[config.mk]
export PLATFORM = sky130hd
export DESIGN_NAME = sram_like_arbiter
export DESIGN_NICKNAME = d
export VERILOG_FILES = /design/src/rtl/sram_like_arbiter.sv
export SDC_FILE = /design/constraint.sdc
export NUM_CORES = 1
export LEC_CHECK = 0
export CORE_AREA = 2 2 109 111
export DETAILED_ROUTE_END_ITERATION = 16
export DIE_AREA = 0 0 111 113
export PLACE_DENSITY = 0.59
export SETUP_SLACK_MARGIN = 0.5
export SYNTH_ARGS = -nofsm -noshare
export SYNTH_HDL_FRONTEND = slang
export SYNTH_SLANG_ARGS = --single-unit
[constraint.sdc]
create_clock -name clk -period 2.9 [get_ports clk]
set_input_delay 0.435 -clock clk [delete_from_list [all_inputs] [get_ports clk]]
set_output_delay 0.435 -clock clk [all_outputs]
set_load 0.005 [all_outputs]
[src/rtl/sram_like_arbiter.sv]
// Merges the instruction-fetch and data sram-like ports onto one memory port, one transaction in flight.
// Optional build macro ARB_RR_EN selects round-robin arbitration; default is fixed data-over-inst priority.
module sram_like_arbiter #(
    parameter int ADDR_W = 32,
    parameter int DATA_W = 32
) (
    input  logic                clk,
    input  logic                rst,

    input  logic                inst_req,
    input  logic [ADDR_W-1:0]   inst_addr,
    output logic                inst_addr_ok,
    output logic                inst_data_ok,
    output logic [DATA_W-1:0]   inst_rdata,

    input  logic                data_req,
    input  logic                data_wr,
    input  logic [DATA_W/8-1:0] data_wstrb,
    input  logic [ADDR_W-1:0]   data_addr,
    input  logic [DATA_W-1:0]   data_wdata,
    output logic                data_addr_ok,
    output logic                data_data_ok,
    output logic [DATA_W-1:0]   data_rdata,

    output logic                mem_req,
    output logic                mem_wr,
    output logic [DATA_W/8-1:0] mem_wstrb,
    output logic [ADDR_W-1:0]   mem_addr,
    output logic [DATA_W-1:0]   mem_wdata,
    input  logic                mem_addr_ok,
    input  logic                mem_data_ok,
    input  logic [DATA_W-1:0]   mem_rdata
);

    localparam int STRB_W = DATA_W / 8;

    // Handshake: a request is transferred on the cycle where req && addr_ok are both high;
    // the reply is transferred on the single cycle data_ok is high, rdata qualified by data_ok.
    typedef enum logic {
        S_IDLE = 1'b0,
        S_WAIT = 1'b1
    } state_t;

    state_t state;
    logic   owner;       // 0 = inst, 1 = data
    logic   last_grant;  // 0 = inst, 1 = data

    logic   grant;
    logic   idle_live;
    logic   wait_live;
    logic   issue;
    logic   reply;

    // With no request pending the grant parks on the previous winner; it has no effect then.
    always_comb begin
        grant = last_grant;
`ifdef ARB_RR_EN
        if (inst_req && data_req) begin
            grant = ~last_grant;
        end else if (data_req) begin
            grant = 1'b1;
        end else if (inst_req) begin
            grant = 1'b0;
        end
`else
        if (data_req) begin
            grant = 1'b1;
        end else if (inst_req) begin
            grant = 1'b0;
        end
`endif
    end

    assign idle_live = (state == S_IDLE) && !rst;
    assign wait_live = (state == S_WAIT) && !rst;

    assign mem_req = idle_live && (inst_req || data_req);
    assign issue   = mem_req && mem_addr_ok;
    assign reply   = wait_live && mem_data_ok;

    // Memory-side request fields follow the granted master; a fetch never carries write data.
    always_comb begin
        mem_wr    = 1'b0;
        mem_wstrb = '0;
        mem_addr  = '0;
        mem_wdata = '0;
        if (mem_req) begin
            if (grant) begin
                mem_wr    = data_wr;
                mem_wstrb = data_wstrb;
                mem_addr  = data_addr;
                mem_wdata = data_wdata;
            end else begin
                mem_addr  = inst_addr;
            end
        end
    end

    always_comb begin
        inst_addr_ok = 1'b0;
        data_addr_ok = 1'b0;
        if (issue) begin
            if (grant) begin
                data_addr_ok = 1'b1;
            end else begin
                inst_addr_ok = 1'b1;
            end
        end
    end

    always_comb begin
        inst_data_ok = 1'b0;
        data_data_ok = 1'b0;
        if (reply) begin
            if (owner) begin
                data_data_ok = 1'b1;
            end else begin
                inst_data_ok = 1'b1;
            end
        end
    end

    assign inst_rdata = mem_rdata;
    assign data_rdata = mem_rdata;

    // A response arriving while idle (including after a reset abort) is simply ignored.
    always_ff @(posedge clk) begin
        if (rst) begin
            state      <= S_IDLE;
            owner      <= 1'b0;
            last_grant <= 1'b0;
        end else begin
            case (state)
                S_IDLE: begin
                    if (issue) begin
                        state      <= S_WAIT;
                        owner      <= grant;
                        last_grant <= grant;
                    end
                end
                S_WAIT: begin
                    if (mem_data_ok) begin
                        state <= S_IDLE;
                    end
                end
                default: state <= S_IDLE;
            endcase
        end
    end

    logic [STRB_W-1:0] unused_strb_w;
    assign unused_strb_w = '0;

endmodule
==> results.json <==
{
  "diodes": 0,
  "die_area_um2": 12500,
  "htreeDepth": 1,
  "period_needed_ns": 2.34,
  "grt_overflow_total": 0,
  "ys_ff_latch": 2,
  "p_leak_uw": 0.00140,
  "drv_cap": 0,
  "max_stage_delay_ns": 0.53,
  "hold_viol_final": 0,
  "slew-limit-headroom": 0.804,
  "syn_inst": 239,
  "clock_sink_count": 2,
  "cts_tree": "built",
  "path_clk_slew_ns": 0.03,
  "port_buffers": 180,
  "drc": 0,
  "first_pass_iters": 4,
  "drtAntennaViolNets": 0,
  "cts_inserted_buffers": 3,
  "holdPathEnd": "last_grant",
  "drt-vias-per-instance": 4.15,
  "min_from": "last_grant",
  "rows": 39,
  "path_cells": "clkbuf_4 -> buf_12 -> or3b_1 -> a21oi_2 -> clkdlybuf4s50_1",
  "powerDensity_nw_per_um2": 199,
  "areaGrowthSynthToFinish_pct": 91.0,
  "grt_max_degree": 65,
  "dp_hpwl_um": 5360,
  "drive_gt1_frac": 0.144,
  "finalNetCount": 482,
  "slew_violations": 0,
  "max_slew.worst_pin.slew_ns": 0.291,
  "drtIter0Drc": 137,
  "place_ws_ns": 0.185,
  "cts_root_buf": "clkbuf_16",
  "synth-main-ff-cell": "dfxtp_1",
  "worst_slack_ns": 0.564,
  "ys_async_sr_fraction": 0,
  "multi_input_area_um2": 1040,
  "reg2reg_slack_ns": 1.87,
  "fin_crit_sh": 0.805,
  "worstSetupEndpointType": "output pin",
  "place.gp.congestion": 0.770,
  "irDropWorstVdd_uv": 427,
  "ff_latch_area_um2": 40.0,
  "grt_pass1_vias": 1984,
  "clock_path_buffers": 2,
  "hold_ws_ns": 0.575,
  "reg2reg_to": "last_grant",
  "setup_viol": 0,
  "syn_nets": 378,
  "seq_area_frac_synth": 0.0231,
  "cts_hold_buffers": 0,
  "antenna_found_initial": 0,
  "cp_slowest_cell": "clkdlybuf4s50_1",
  "crit_type": "primary input to output pin",
  "synth_cell_types": 22,
  "io_pins": 277,
  "ff2ff_path_depth": 4,
  "hold_path_class": "flop to flop",
  "clk-insertion-delay-late_ns": 0.22,
  "cp_max_fo": 42,
  "max_freq_mhz": 428,
  "r2r_start": "state",
  "die_w_um": 111,
  "start_kind": "primary input",
  "initial_core_util": 0.154,
  "status": "complete, no violations",
  "synth_edf_count": 0,
  "fillCellCount": 1228,
  "syn-cell-area_um2": 1730,
  "yosysWarnings": 0,
  "syn_area_per_cell_um2": 7.25,
  "power_uw": 657,
  "wl_um": 7100,
  "cp.arrival_ns": 1.90,
  "grt.total_usage": 0.0982,
  "fp.dieH_um": 113,
  "grt_pass1_wl_um": 10400,
  "required_ns": 2.47,
  "skew_ns": 0.00222,
  "hold_depth": 2,
  "rsz0062_at_grt": "true",
  "core-area_um2": 11300,
  "finalSetupTns_ns": 0,
  "wl_per_cell_um": 14.7,
  "vias": 2008
}
[Yosys cell counts, types with 2 or more instances]
cell type       count  area [um^2]
buf_4              65          488
and3_1             38          238
o21ai_0            32          160
or3b_1             32          280
a21oi_2            28          245
clkbuf_1           11         41.3
buf_6               7         78.8
a21oi_1             4         20.0
buf_2               3         15.0
dlymetal6s2s_1      3         37.5
dfxtp_1             2         40.0
inv_1               2         7.51
nand2_1             2         7.51
nor2_1              2         7.51
[sequential cells by signal (all words and copies together), names as in the netlist]
register	cells
last_grant	1
state	1
[layout make-up]
type	instances	share of cell area
timing repair buffer	188	0.594
multi-input combinational	146	0.315
tap	143	0.0541
clock buffer	3	0.0227
sequential	2	0.0121
inverter	2	0.00227
[critical path, delay by kind of cell]
kind | cells | cell delay, ns
AND/OR/NAND/NOR | 1 | 0.39
AO/OA/AOI/OAI | 1 | 0.12
buffers and inverters | 3 | 0.94
[cells in the final DEF (no fill, tap or decap), drive strengths merged]
| cell | count |
|---|---|
| a21oi | 32 |
| a31oi | 1 |
| a32o | 1 |
| and3 | 39 |
| and4b | 1 |
| buf | 7 |
| clkbuf | 5 |
| clkdlybuf4s15 | 1 |
| clkdlybuf4s50 | 167 |
| dfxtp | 2 |
| dlygate4sd2 | 2 |
| dlymetal6s2s | 9 |
| inv | 2 |
| nand2 | 2 |
| nor2 | 2 |
| nor2b | 2 |
| nor3 | 1 |
| o21ai | 32 |
| or2 | 1 |
| or3b | 32 |
[logic make-up after synthesis]
family                 count (synthesis)  synth area share
AND/OR/NAND/NOR                       80             0.336
AO/OA/AOI/OAI                         66             0.255
flip-flops                             2            0.0231
buffers and inverters                 91             0.386
[per-layer routing]
| layer | wire length [um] | vias up | global-route usage |
|---|---|---|---|
| li1 | - | 979 | - |
| met1 | 2790 | 912 | 0.116 |
| met2 | 3690 | 92 | 0.182 |
| met3 | 461 | 25 | 0.0187 |
| met4 | 163 | 0 | 0.0275 |
| met5 | 0 | - | 0 |
[through the flow]
| stage | cell area (um^2) | utilization | instances |
|---|---|---|---|
| after global placement | 3160 | 0.280 | 479 |
| after CTS | 3250 | 0.288 | 483 |
| final | 3310 | 0.293 | 484 |
| after global routing | 3310 | 0.293 | 484 |
| after floorplan | 1730 | - | 239 |
| after detailed placement | 3160 | 0.280 | 479 |
[where the power goes]
group / total (uW) / switching [uW] / internal [uW]
clock: 205 / 29.9 / 175
combinational: 420 / 143 / 278
sequential: 32.0 / 2.10 / 29.9
total: 657 / 175 / 483
[worst max path at each step]
stage	from	to	slack (ns)	depth (start not counted)
2_1_floorplan	data_req	mem_addr[24]	1.24	4
3_3_place_gp	inst_req	mem_addr[24]	0.20	6
3_5_place_dp	inst_req	mem_addr[24]	0.18	6
4_1_cts	inst_req	mem_addr[16]	0.54	6
5_1_grt	last_grant	mem_addr[16]	0.47	5
6_report	data_req	mem_addr[12]	0.56	5
[what timing repair did]
item | CTS | global route
setup endpoints to repair | 71 | 26
pin swaps | 1 | 0
cloned | 0 | 1
buffers inserted | 1 | 0
gates resized for setup | 7 | 13
Power figures use the tool's default switching activity.
